### src/rtl/enemy_formation_renderer.sv
`default_nettype none
// +----------------------------------------------------------------------------+
// | enemy_formation_renderer                                                   |
// | Alien formation state (alive map, position, march FSM) and per-pixel      |
// | sprite ROM addressing / enemy-layer colour output.                        |
// | Optional build macro: SPEEDUP_EN (step period shrinks as aliens die).     |
// | Revision: 1.0                                                              |
// +----------------------------------------------------------------------------+
module enemy_formation_renderer #(
  parameter int SPR_W        = 39,
  parameter int SPR_H        = 39,
  parameter int COLS         = 8,
  parameter int ROWS         = 3,
  parameter int GAP          = 16,
  parameter int START_X      = 8,
  parameter int START_Y      = 40,
  parameter int X_MAX        = 640,
  parameter int STEP_X       = 4,
  parameter int STEP_Y       = 20,
  parameter int Y_LIMIT      = 400,
  parameter int MOVE_DIV     = 30,
`ifdef SPEEDUP_EN
  parameter int MOVE_DIV_MIN = 4,
`endif
  parameter logic [11:0] TRANSP = 12'h000
) (
  input  logic                 clk,
  input  logic                 rst,
  input  logic                 frame_tick,
  input  logic                 pixel_valid,
  input  logic [9:0]           pixel_x,
  input  logic [9:0]           pixel_y,
  output logic [11:0]          mem_addr,
  output logic [1:0]           mem_type,
  input  logic [11:0]          mem_data,
  output logic [11:0]          rgb_out,
  output logic                 rgb_valid,
  input  logic                 kill_valid,
  input  logic [4:0]           kill_idx,
  output logic                 kill_ack,
  output logic                 kill_hit,
  output logic [ROWS*COLS-1:0] alive_mask,
  output logic                 all_dead,
  output logic                 reached_bottom
);

  localparam int PITCH = SPR_W + GAP;
  localparam int FW    = COLS * SPR_W + (COLS - 1) * GAP;
  localparam int FH    = ROWS * SPR_H + (ROWS - 1) * GAP;
  localparam int N     = ROWS * COLS;

  typedef enum logic [2:0] {MARCH_R, MARCH_L, DROP_L, DROP_R, HALT} state_t;

  state_t         state_q, state_d;
  logic [9:0]     fx_q, fx_d, fy_q, fy_d;
  logic [15:0]    cnt_q, cnt_d;
  logic [N-1:0]   alive_q, alive_d;
  logic           bottom_q, bottom_d;
  logic           kill_ack_q, kill_ack_d, kill_hit_q, kill_hit_d;
  logic [11:0]    mem_addr_q, mem_addr_d;
  logic [1:0]     mem_type_q, mem_type_d;
  logic           hit1_q, hit1_d, hit2_q, hit2_d;
  logic [11:0]    rgb_q, rgb_d;
  logic           rgb_valid_q, rgb_valid_d;

  logic signed [11:0] dx, dy;
  logic        in_x, in_y, cell_alive, hit, step;
  logic [4:0]  col, row;
  logic [11:0] ox, oy;
  logic [15:0] period;

  assign dx = $signed({2'b00, pixel_x}) - $signed({2'b00, fx_q});
  assign dy = $signed({2'b00, pixel_y}) - $signed({2'b00, fy_q});

  // Cell decode by comparing against each column/row window, no division.
  always_comb begin
    in_x = 1'b0; col = '0; ox = '0;
    in_y = 1'b0; row = '0; oy = '0;
    cell_alive = 1'b0;
    for (int c = 0; c < COLS; c++) begin
      if (dx >= c * PITCH && dx < c * PITCH + SPR_W) begin
        in_x = 1'b1; col = 5'(c); ox = 12'(dx - c * PITCH);
      end
    end
    for (int r = 0; r < ROWS; r++) begin
      if (dy >= r * PITCH && dy < r * PITCH + SPR_H) begin
        in_y = 1'b1; row = 5'(r); oy = 12'(dy - r * PITCH);
      end
    end
    for (int k = 0; k < N; k++) begin
      if (k == int'(row) * COLS + int'(col)) cell_alive = alive_q[k];
    end
    hit = pixel_valid & in_x & in_y & cell_alive;
  end

  always_comb begin
    mem_addr_d  = hit ? 12'(oy * SPR_W + ox) : mem_addr_q;
    mem_type_d  = mem_type_q;
    if (hit) mem_type_d = (row == 5'd0) ? 2'd0 : (row == 5'd1) ? 2'd1 : 2'd2;
    hit1_d      = hit;
    hit2_d      = hit1_q;
    rgb_valid_d = hit2_q & (mem_data != TRANSP);
    rgb_d       = rgb_valid_d ? mem_data : 12'h000;
  end

  always_comb begin
    alive_d    = alive_q;
    kill_ack_d = kill_valid;
    kill_hit_d = 1'b0;
    for (int k = 0; k < N; k++) begin
      if (kill_valid && kill_idx == 5'(k) && alive_q[k]) begin
        kill_hit_d = 1'b1;
        alive_d[k] = 1'b0;
      end
    end
  end

`ifdef SPEEDUP_EN
  logic [5:0] pop;
  always_comb begin
    pop = '0;
    for (int k = 0; k < N; k++) pop = pop + {5'b0, alive_q[k]};
    period = 16'(MOVE_DIV_MIN) + {10'b0, pop};
  end
`else
  assign period = 16'(MOVE_DIV);
`endif

  always_comb begin
    state_d  = state_q;
    fx_d     = fx_q;
    fy_d     = fy_q;
    bottom_d = bottom_q;
    cnt_d    = cnt_q;
    step     = frame_tick && (cnt_q >= period - 16'd1);
    if (frame_tick) cnt_d = step ? 16'd0 : cnt_q + 16'd1;
    if (step && state_q != HALT) begin
      if (all_dead) begin
        state_d = HALT;
      end else begin
        case (state_q)
          MARCH_R: if (int'(fx_q) + FW + STEP_X > X_MAX) state_d = DROP_L;
                   else fx_d = fx_q + 10'(STEP_X);
          MARCH_L: if (int'(fx_q) < STEP_X) state_d = DROP_R;
                   else fx_d = fx_q - 10'(STEP_X);
          DROP_L, DROP_R: begin
            fy_d    = fy_q + 10'(STEP_Y);
            state_d = (state_q == DROP_L) ? MARCH_L : MARCH_R;
            if (int'(fy_q) + STEP_Y + FH >= Y_LIMIT) begin
              bottom_d = 1'b1;
              state_d  = HALT;
            end
          end
          default: state_d = HALT;
        endcase
      end
    end
  end

  always_ff @(posedge clk or posedge rst) begin
    if (rst) begin
      state_q     <= MARCH_R;
      fx_q        <= 10'(START_X);
      fy_q        <= 10'(START_Y);
      cnt_q       <= '0;
      alive_q     <= '1;
      bottom_q    <= 1'b0;
      kill_ack_q  <= 1'b0;
      kill_hit_q  <= 1'b0;
      mem_addr_q  <= '0;
      mem_type_q  <= '0;
      hit1_q      <= 1'b0;
      hit2_q      <= 1'b0;
      rgb_q       <= '0;
      rgb_valid_q <= 1'b0;
    end else begin
      state_q     <= state_d;
      fx_q        <= fx_d;
      fy_q        <= fy_d;
      cnt_q       <= cnt_d;
      alive_q     <= alive_d;
      bottom_q    <= bottom_d;
      kill_ack_q  <= kill_ack_d;
      kill_hit_q  <= kill_hit_d;
      mem_addr_q  <= mem_addr_d;
      mem_type_q  <= mem_type_d;
      hit1_q      <= hit1_d;
      hit2_q      <= hit2_d;
      rgb_q       <= rgb_d;
      rgb_valid_q <= rgb_valid_d;
    end
  end

  assign mem_addr       = mem_addr_q;
  assign mem_type       = mem_type_q;
  assign rgb_out        = rgb_q;
  assign rgb_valid      = rgb_valid_q;
  assign kill_ack       = kill_ack_q;
  assign kill_hit       = kill_hit_q;
  assign alive_mask     = alive_q;
  assign all_dead       = (alive_q == '0);
  assign reached_bottom = bottom_q;

endmodule
`default_nettype wire

### config.mk
export PLATFORM = sky130hd
export DESIGN_NAME = enemy_formation_renderer
export DESIGN_NICKNAME = d
export VERILOG_FILES = /design/src/rtl/enemy_formation_renderer.sv
export SDC_FILE = /design/constraint.sdc
export NUM_CORES = 1
export LEC_CHECK = 0
export ABC_AREA = 1
export CAP_MARGIN = 20
export CORE_MARGIN = 2
export CORE_UTILIZATION = 63
export DETAILED_ROUTE_END_ITERATION = 16
export GPL_TIMING_DRIVEN = 0
export PLACE_DENSITY = 0.88
export SKIP_CTS_REPAIR_TIMING = 1
export SYNTH_ARGS = -nofsm -noshare
export SYNTH_HDL_FRONTEND = slang
export SYNTH_SLANG_ARGS = --single-unit
### constraint.sdc
create_clock -name clk -period 10.3 [get_ports clk]
set_input_delay 1.03 -clock clk [delete_from_list [all_inputs] [get_ports clk]]
set_output_delay 1.03 -clock clk [all_outputs]
set_load 0.02 [all_outputs]
==> results of run 1 <==
==> power groups by stage <==
stage          Clock [mW]  Sequential (mW)  Combinational [mW]
2_1_floorplan           0            0.543               0.375
3_3_place_gp            0            0.490               0.628
3_5_place_dp            0            0.492               0.649
4_1_cts             0.339            0.486               0.658
5_1_grt             0.354            0.495               0.732
6_report            0.337            0.487               0.661
==> layout by cell type (no fill, tap or decap), drive strengths merged, types with 27 or more instances in the layout <==
cell           netlist  routed
o21ai               57      57
nand4               46      46
nand2              230     230
dfrtp               64      64
xor2                40      40
a21oi               53      53
nor3                37      37
dfstp               27      27
nand3               85      85
ha                  66      66
nor2               156     156
inv                225     226
clkdlybuf4s50        0      95
==> metal layers <==
| layer | GRT usage (%) | vias to the layer above |
|---|---|---|
| met2 | 53.7 | 362 |
| met5 | 0 | - |
| met4 | 13.4 | 0 |
| met3 | 4.31 | 75 |
| met1 | 41.5 | 3914 |
| li1 | - | 4158 |
==> worst max-delay path: cells and delay by family <==
kind / cells / cell delay, ps
fa+ha+maj: 6 / 2250
compound gates: 8 / 1500
simple gates: 12 / 1210
buf+inv: 7 / 1200
xor+xnor: 2 / 730
==> final timing paths <==
path,end,slack [ps],startpoint
max in group asynchronous,alive_mask[11],8650,rst
worst max-delay path,mem_addr[10],2640,pixel_y[2]
worst min register to register,hit2_q,350,hit1_q
min in group asynchronous,rgb_out[7],980,rst
worst min-delay path,hit2_q,350,hit1_q
worst max register to register,mem_addr[11],3270,fy_q[5]
==> through the flow <==
step / std cells / utilization [%]
6_report: 1504 / 74.8
5_1_grt: 1504 / 74.8
4_1_cts: 1504 / 74.8
3_5_place_dp: 1488 / 72.7
3_3_place_gp: 1487 / 72.5
2_1_floorplan: 1212 / -
==> layout make-up <==
| cell class | instances | area, µm² | area share, % |
|---|---|---|---|
| Tap cell | 180 | 225 | 2.19 |
| Inverter | 226 | 851 | 8.29 |
| Sequential cell | 91 | 2310 | 22.5 |
| Multi-Input combinational cell | 874 | 5470 | 53.2 |
| Buffer | 21 | 141 | 1.38 |
| Clock inverter | 6 | 65.1 | 0.634 |
| Clock buffer | 10 | 229 | 2.23 |
| Timing Repair Buffer | 96 | 978 | 9.53 |
==> sequential cells by signal, summed over array words and instances (netlist names) <==
signal          cells
reached_bottom      1
hit2_q              1
mem_addr           12
hit1_q              1
fy_q                8
rgb_out            12
mem_type            2
kill_hit            1
alive_mask         24
kill_ack            1
state_q             3
fx_q                8
rgb_valid           1
cnt_q              16
==> cell families after synthesis <==
| kind of cell | synth area share (%) |
|---|---|
| buffers and inverters | 11.3 |
| adder cells (fa/ha/maj) | 15.1 |
| flip-flops | 26.4 |
| AND/OR/NAND/NOR | 31.5 |
| AO/OA/AOI/OAI | 10.7 |
| XOR/XNOR | 5.08 |
==> metrics.md, run 1 <==
| Metric | Value |
|---|---|
| Status | finished, final reports clean |
| Min Tclk post-route | 7660 ps |
| Clk root buf | clkbuf_16 |
| GRT Overall Usage | 32.0% |
| Post-route setup TNS | 0 ps |
| RSZ-0062 raised after global routing | no |
| Count leader, synth | inv_1 |
| WS Path Type | input pin to flip-flop |
| Combinational fraction of design power | 44.5% |
| Dominant cell type by area after synthesis | dfrtp_1 |
| Crit end category | flip-flop |
| Post-Syn Area | 8770 µm² |
| Total power | 1.49 mW |
| Boundary Pins | 97 |
| Crit path top cell by count | nor2_1 |
| Post-DP HPWL | 17600 µm |
| Post-synth EDFFs | 0 |
| Peak VDD IR | 0.107 mV |
| Yosys reg bits | 91 |
| Design Area, Final | 10300 µm² |
| Met3 routed WL | 1530 µm |
| Min-Delay Path Depth | 0 |
| Worst-path maximum fanout | 10 |
| Internal power | 0.893 mW |
| Leak | 5.15 nW |
| Initial DRC Count | 724 |
| Vias | 8509 |
| Sequential area share after synthesis | 26.4% |
| Worst Slack Setup Final | 2640 ps |
| Hold WC Path Type | flip-flop to flip-flop |
| First-pass iteration count of the detailed router | 6 |
| Congestion Overflow GR | 0 |
| Required time of the critical path | 10590 ps |
| H-tree Lvls | 3 |
| DIE AREA | 14900 µm² |
| Area Growth Syn to Fin | 17.1% |
| Placeable Area | 13700 µm² |
| Vias in the first global route | 8161 |
| Clock Skew | 15.7 ps |
| Clk buf depth | 2 |
| Largest net degree at the start of global routing | 71 |
| Routed wire length | 22800 µm |
| DR DRC count | 0 |
| Synth Instances | 1212 |
| Sequential power share | 32.8% |
| Worst path max stage delay | 570 ps |
| R2R depth | 32 |
| Share of cells above drive strength 1 | 9.89% |
| Top-area cell type share of the netlist area | 18.3% |
| Die W | 122 µm |
| Post-DP Area | 9970 µm² |
| Die height | 122 µm |
| Ys flop type | dfrtp_1 |
| Avg Cell Area, Syn | 7.23 µm² |
| Fmax | 131 MHz |
| Sw frac | 39.9% |
| Ant. Diodes | 0 |
| Post-DR vias/cell | 5.66 |
| Synth cell types | 58 |
| Most common library cells after synthesis | inv_1, nand2_1, nor2_1, nand3_1, ha_1 |
| Warnings, synthesis | 0 |
| Antenna-violating nets left | 0 |
| CP max stage cell | xor2_1 |
| Highest metal used | met4 |
| Pwr/cell area | 145 nW/µm² |
| Antenna violations before repair | 0 |
| Async SR Flop Fraction | 100% |
| Nets | 1452 |
| IO buf count | 95 |
| CTS tree | yes |
| Met1 Routed Length | 9630 µm |
| Crit share post-route | 74.4% |
| First-pass GRT wire length | 38100 µm |
| Clock slew at reported path FFs | 60 ps |
| Least-Margin Pin Slew | 946 ps |
| CTS Buf Count | 9 |
| CP arrival | 7950 ps |
| Routability Congestion | 1.00 |
| Pins Over Slew Limit | 0 |
| DR WL/cell | 15.1 µm |
| Endpoints failing hold | 0 |
| Initial Util | 63.9% |
| Final setup fails | 0 |
| CP Launch Type | input pin |
| Net Count, Synth | 1345 |
| Met2 WL post-DR | 10700 µm |
| Max-cap viol count | 0 |
| Fill cells | 1096 |
| Worst-Skew Late Latency | 360 ps |
| CTS sink cnt | 91 |
| Synth area leaders | dfrtp_1, ha_1, inv_1, nand2_1, dfstp_2 |
| Clock share of power | 22.7% |
| # rows | 43 |
| Min Hold Slack | 349 ps |
| Slew margin rel. | 35.3% |
| Pre-CTS WS | 2260 ps |
| Net Switching | 0.594 mW |
Power figures use the tool's default switching activity.
==> run 2: changes to the inputs <==
--- a/config.mk
+++ b/config.mk
@@ -8,10 +8,10 @@
 export ABC_AREA = 1
 export CAP_MARGIN = 20
 export CORE_MARGIN = 2
-export CORE_UTILIZATION = 63
+export CORE_UTILIZATION = 53
 export DETAILED_ROUTE_END_ITERATION = 16
 export GPL_TIMING_DRIVEN = 0
-export PLACE_DENSITY = 0.88
+export PLACE_DENSITY = 0.79
 export SKIP_CTS_REPAIR_TIMING = 1
 export SYNTH_ARGS = -nofsm -noshare
 export SYNTH_HDL_FRONTEND = slang
==> constraint.sdc (replaced) <==
create_clock -name clk -period 6.6 [get_ports clk]
set_input_delay 0.66 -clock clk [delete_from_list [all_inputs] [get_ports clk]]
set_output_delay 0.66 -clock clk [all_outputs]
set_load 0.02 [all_outputs]
==> run 2 against run 1 <==
Against the previous run:
- non-clock buffer count rose by 18
- cell count rose by 3.9%
- first-iteration DRC count fell by 15%
- highest routed layer unchanged
- critical path type unchanged
- count of clock-buffer cells in the layout fell by 1
- routed wire length rose by 1.8%
- critical path depth rose by 1
- combinational power rose by 65%
- clock power rose by 54%
- setup slack got worse by 2300 ps
==> metrics.md, run 2 (synthesis results as in run 1) <==
| Metric | Value |
|---|---|
| Status | finished, final reports clean (unchanged) |
| Post-DR vias/cell | 5.54 (was 5.66) |
| Largest net degree at the start of global routing | 73 (was 71) |
| Area Growth Syn to Fin | 23.1% (was 17.1%) |
| Critical register-to-register path endpoint | mem_addr[10] (was mem_addr[11]) |
| Min-Delay Path Depth | 0 (unchanged) |
| Congestion Overflow GR | 0 (unchanged) |
| CP max stage cell | clkdlybuf4s50_1 (was xor2_1) |
| Min Tclk post-route | 6290 ps |
| DR WL/cell | 14.8 µm (was 15.1 µm) |
| Fill cells | 1427 (was 1096) |
| R2R Path Start | fy_q[5] (unchanged) |
| Crit path top cell by count | nor2_1 (unchanged) |
| Slew margin rel. | 38.3% (was 35.3%) |
| Fmax | 159 MHz |
| H-tree Lvls | 3 (unchanged) |
| Hold Crit Start | hit1_q (unchanged) |
| Clock slew at reported path FFs | 70 ps (was 60 ps) |
| Reg2Reg Setup Slack | 510 ps (was 3270 ps) |
| Antenna violations before repair | 0 (unchanged) |
| CTS sink cnt | 91 (unchanged) |
| Pwr/cell area | 219 nW/µm² (was 145 nW/µm²) |
| Min Hold Slack | 356 ps (was 349 ps) |
| Ant. Diodes | 0 (unchanged) |
| Clock Skew | 10.9 ps (was 15.7 ps) |
| Initial DRC Count | 614 (was 724) |
| Register area | 2310 µm² (unchanged) |
| Clk buf depth | 2 (unchanged) |
| Fin cells | 1562 (was 1504) |
| Peak VDD IR | 0.155 mV (was 0.107 mV) |
| DIE AREA | 17600 µm² (was 14900 µm²) |
| Leak | 5.31 nW (was 5.15 nW) |
| First-pass GRT wire length | 38300 µm (was 38100 µm) |
| Initial Util | 53.6% (was 63.9%) |
| Least-Margin Pin Slew | 914 ps (was 946 ps) |
| Most common cell after layout, fill and taps aside | inv_1 (unchanged) |
| # rows | 47 (was 43) |
| Worst-Skew Late Latency | 360 ps (about the same) |
| Final setup fails | 0 (unchanged) |
| GRT Overall Usage | 26.4% (was 32.0%) |
| Most frequent cells in the layout | inv_1, nand2_1, nor2_1 (unchanged) |
| Max-cap viol count | 0 (unchanged) |
| IO buf count | 95 (unchanged) |
| Crit end category | flip-flop (unchanged) |
| WS Path Type | input pin to flip-flop (unchanged) |
| CP arrival | 6540 ps (was 7950 ps) |
| Share of cells above drive strength 1 | 15.4% (was 9.89%) |
| Max reg flops | 24 (unchanged) |
| Clk root buf | clkbuf_16 (unchanged) |
| Antenna-violating nets left | 0 (unchanged) |
| Routability Congestion | 0.961 (was 1.00) |
| Die W | 133 µm (was 122 µm) |
| Die height | 133 µm (was 122 µm) |
| Vias in the first global route | 8142 (was 8161) |
| Worst-path maximum fanout | 10 (unchanged) |
| Post-DP HPWL | 17700 µm (was 17600 µm) |
| Worst path max stage delay | 500 ps (was 570 ps) |
| Required time of the critical path | 6850 ps (was 10590 ps) |
| Pins Over Slew Limit | 0 (unchanged) |
| Endpoints failing hold | 0 (unchanged) |
| Multi-input gate area | 5750 µm² (was 5470 µm²) |
| Hold WC Path Type | flip-flop to flip-flop (unchanged) |
| Crit share post-route | 95.3% |
| DR DRC count | 0 (unchanged) |
| Routed wire length | 23200 µm (was 22800 µm) |
| Placeable Area | 16300 µm² (was 13700 µm²) |
| Post-route setup TNS | 0 ps (unchanged) |
| Vias | 8646 (was 8509) |
| First-pass iteration count of the detailed router | 6 (unchanged) |
| R2R depth | 34 (was 32) |
| CTS tree | yes (unchanged) |
| Post-Place Cells | 1528 (was 1488) |
| CTS Buf Count | 9 (unchanged) |
| Nets | 1470 (was 1452) |
| Boundary Pins | 97 (unchanged) |
| CP Launch Type | input pin (unchanged) |
| Launch point of the worst path | pixel_y[4] (was pixel_y[2]) |
| End of the worst hold path | hit2_q (unchanged) |
[run 2: final cells by class]
cell class              count  share of cell area, %
inverters                 226                   8.00
clock buffers               9                   2.09
repair buffers            115                   10.6
flip-flops and latches     91                   21.4
well taps                 220                   2.55
plain buffers              20                   1.41
clock inverters             7                  0.673
multi-input cells         874                   53.3
[run 2: how the worst max path moves through the flow]
stage / endpoint / slack, ps
detailed placement: mem_addr[11] / -1040
CTS: mem_addr[11] / -730
floorplan: mem_addr[11] / 280
finish: mem_addr[10] / 310
global placement: mem_addr[10] / -1010
global route: mem_addr[10] / -80
[run 2: power by group]
part | internal [mW] | leakage [nW] | switching (mW)
registers | 0.679 | 1.11 | 0.0787
logic | 0.455 | 4.05 | 0.633
clock network | 0.265 | 0.146 | 0.255
total | 1.40 | 5.31 | 0.966
[run 2: critical path, delay by kind of cell]
kind / cells / cell delay (ps)
simple gates: 17 / 1600
compound gates: 8 / 1040
fa+ha+maj: 5 / 1970
xor+xnor: 2 / 410
buf+inv: 4 / 850
[run 2: routing by layer]
metal	up-vias	global-route usage, %	part of all wire, %
met5	-	0	0
met4	0	9.08	2.4
met3	38	3.41	6.2
met2	321	44.8	48
met1	4073	34.8	43
li1	4214	-	-
[run 2: per-stage QoR]
stage | power [mW] | setup slack (ps) | instance area, µm² | util, %
4_1_cts | 2.30 | -732 | 10300 | 63.1
3_5_place_dp | 1.77 | -1040 | 10000 | 61.3
5_1_grt | 2.52 | -82.8 | 10800 | 66.0
2_1_floorplan | 1.43 | 276 | 8770 | -
3_3_place_gp | 1.75 | -1010 | 9990 | 61.1
6_report | 2.37 | 308 | 10800 | 66.0
==> run 3: changes to the inputs <==
--- a/config.mk
+++ b/config.mk
@@ -12,7 +12,7 @@
 export DETAILED_ROUTE_END_ITERATION = 16
 export GPL_TIMING_DRIVEN = 0
 export PLACE_DENSITY = 0.79
-export SKIP_CTS_REPAIR_TIMING = 1
 export SYNTH_ARGS = -nofsm -noshare
 export SYNTH_HDL_FRONTEND = slang
 export SYNTH_SLANG_ARGS = --single-unit
+export TNS_END_PERCENT = 10
==> run 3 against run 2 <==
Against the previous run:
- count of clock-buffer cells in the layout stayed put
- critical path depth is 3 lower
- die area stayed put
- non-clock buffer count is 1 lower
- register-to-register slack worse by 50 ps
- clock power hardly changed
- via count is 0.31% lower
- combinational power hardly changed
- critical endpoint unchanged
- sequential share of layout area hardly changed
- sequential power hardly changed
- global-route usage is 0.30 points higher
- clock skew is 0.77 ps higher
==> metrics.md, run 3 (synthesis results as in run 1) <==
| Metric | Value |
|---|---|
| Status | finished, final reports clean (unchanged) |
| Sequential power share | 32.3% (was 32.0%) |
| Nets | 1469 (was 1470) |
| Congestion Overflow GR | 0 (unchanged) |
| CP arrival | 6570 ps (was 6540 ps) |
| Vias in the first global route | 8246 (was 8142) |
| DR WL/cell | 15.0 µm (was 14.8 µm) |
| Final core occ | 65.9% (was 66.0%) |
| GRT Overall Usage | 26.7% (was 26.4%) |
| CP Launch Type | input pin (unchanged) |
| Most common cell after layout, fill and taps aside | inv_1 (unchanged) |
| Design Area, Final | 10800 µm² (about the same) |
| Pwr/cell area | 218 nW/µm² (was 219 nW/µm²) |
| Worst-Skew Late Latency | 360 ps (about the same) |
| Die W | 133 µm (unchanged) |
| Clock share of power | 22.3% (was 22.0%) |
| Register area | 2310 µm² (unchanged) |
| Max-cap viol count | 0 (unchanged) |
| Ant. Diodes | 0 (unchanged) |
| CTS tree | yes (unchanged) |
| Crit end category | flip-flop (unchanged) |
| First-pass GRT wire length | 38700 µm (was 38300 µm) |
| Min Tclk post-route | 6270 ps (was 6290 ps) |
| Peak VDD IR | 0.156 mV (was 0.155 mV) |
| Least-Margin Pin Slew | 983 ps (was 914 ps) |
| # rows | 47 (unchanged) |
| Post-DP Area | 10000 µm² (unchanged) |
| Antenna-violating nets left | 0 (unchanged) |
| Hold WC Path Type | flip-flop to flip-flop (unchanged) |
| Clk root buf | clkbuf_16 (unchanged) |
| Clock Skew | 11.7 ps (was 10.9 ps) |
| Area Growth Syn to Fin | 22.9% (was 23.1%) |
| Worst path max stage delay | 500 ps (about the same) |
| DR DRC count | 0 (unchanged) |
| Routed wire length | 23400 µm (was 23200 µm) |
| Post-Place Cells | 1528 (unchanged) |
| R2R depth | 33 (was 34) |
| H-tree Lvls | 3 (unchanged) |
| Max reg flops | 24 (unchanged) |
| Hold Crit Start | hit1_q (unchanged) |
| Pre-CTS WS | -1040 ps (unchanged) |
| Worst Slack Setup Final | 326 ps (was 308 ps) |
| Antenna violations before repair | 0 (unchanged) |
| DIE AREA | 17600 µm² (unchanged) |
| Clk buf depth | 2 (unchanged) |
| Clock slew at reported path FFs | 70 ps (about the same) |
| Sw frac | 41.0% (was 40.8%) |
| IO buf count | 95 (unchanged) |
| Final setup fails | 0 (unchanged) |
| Post-DP HPWL | 17700 µm (unchanged) |
| Internal power | 1.38 mW (was 1.40 mW) |
| Min Hold Slack | 356 ps (about the same) |
| Worst-path maximum fanout | 15 (was 10) |
| Fill cells | 1433 (was 1427) |
| Multi-input gate area | 5750 µm² (about the same) |
| Leak | 5.32 nW (was 5.31 nW) |
| Die height | 133 µm (unchanged) |
| Required time of the critical path | 6890 ps (was 6850 ps) |
| Initial DRC Count | 699 (was 614) |
| CTS sink cnt | 91 (unchanged) |
| WS Path Type | input pin to flip-flop (unchanged) |
| Slew margin rel. | 33.6% (was 38.3%) |
| Post-DR vias/cell | 5.52 (was 5.54) |
| CTS Buf Count | 9 (unchanged) |
| CP max stage cell | fa_1 (was clkdlybuf4s50_1) |
| Critical register-to-register path endpoint | mem_addr[10] (unchanged) |
| Crit path top cell by count | nor2_1 (unchanged) |
| Combinational fraction of design power | 45.4% (was 46.0%) |
| Share of cells above drive strength 1 | 14.7% (was 15.4%) |
| R2R Path Start | fy_q[5] (unchanged) |
| Fin cells | 1561 (was 1562) |
| Pins Over Slew Limit | 0 (unchanged) |
| Placeable Area | 16300 µm² (unchanged) |
| Vias | 8619 (was 8646) |
| Fmax | 159 MHz (about the same) |
| Initial Util | 53.6% (unchanged) |
| Total power | 2.34 mW (was 2.37 mW) |
| Largest net degree at the start of global routing | 73 (unchanged) |
| Routability Congestion | 0.961 (unchanged) |
| Min-Delay Path Depth | 0 (unchanged) |
| Reg2Reg Setup Slack | 460 ps (was 510 ps) |
| Boundary Pins | 97 (unchanged) |
| Crit share post-route | 95.1% (was 95.3%) |
| First-pass iteration count of the detailed router | 7 (was 6) |
| Net Switching | 0.961 mW (was 0.966 mW) |
| Most frequent cells in the layout | inv_1, nand2_1, nor2_1 (unchanged) |
| Post-route setup TNS | 0 ps (unchanged) |
| End of the worst hold path | hit2_q (unchanged) |
| Endpoints failing hold | 0 (unchanged) |
[run 3: cell types whose count changed in the layout (fill, tap and decap cells not counted), sizes merged]
| cell | previous run | this run |
|---|---|---|
| clkbuf | 19 | 18 |
| clkdlybuf4s50 | 94 | 92 |
| dlymetal6s2s | 1 | 3 |
[run 3: worst max-delay path, delay by kind of cell]
family | cells | cell delay (ps)
XOR/XNOR | 2 | 440
buffers and inverters | 5 | 960
adder cells (fa/ha/maj) | 5 | 2010
AO/OA/AOI/OAI | 8 | 1440
AND/OR/NAND/NOR | 13 | 1060
[run 3: how the worst max path moves through the flow]
stage / start / endpoint / slack, ps / cells after the start
final: pixel_y[5] / mem_addr[10] / 330 / 33
after floorplan: pixel_y[2] / mem_addr[11] / 280 / 36
after global placement: pixel_y[2] / mem_addr[10] / -1010 / 35
after detailed placement: pixel_y[2] / mem_addr[11] / -1040 / 35
after global routing: pixel_y[5] / mem_addr[11] / -50 / 37
after CTS: pixel_y[2] / mem_addr[11] / -50 / 37
[run 3: routing by layer]
metal  GRT usage, %  wire length (µm)
met2           45.5             11300
met3           3.56              1340
met1           34.9             10300
met4           9.44               537
met5              0                 0
[run 3: power by group through the flow]
stage / Sequential (mW) / Combinational, mW / Clock (mW)
after floorplan: 0.847 / 0.585 / 0
after global placement: 0.765 / 0.984 / 0
after detailed placement: 0.765 / 1.01 / 0
after CTS: 0.757 / 1.03 / 0.529
after global routing: 0.770 / 1.18 / 0.549
final: 0.757 / 1.06 / 0.523
[run 3: cell type report]
cell class | count | share of cell area [%]
Clock buffer | 9 | 2.09
Buffer | 20 | 1.42
Sequential cell | 91 | 21.4
Timing Repair Buffer | 114 | 10.4
Clock inverter | 7 | 0.673
Tap cell | 220 | 2.55
Multi-Input combinational cell | 874 | 53.4
Inverter | 226 | 8.01
[run 3: what timing repair did]
item | 4_1_cts | 5_1_grt
resized for setup | 26 | 59
setup buffers | 2 | 16
hold buffers | 0 | 0
cloned | 0 | 0
setup endpoints to repair | 6 | 4
pin swaps | 3 | 23
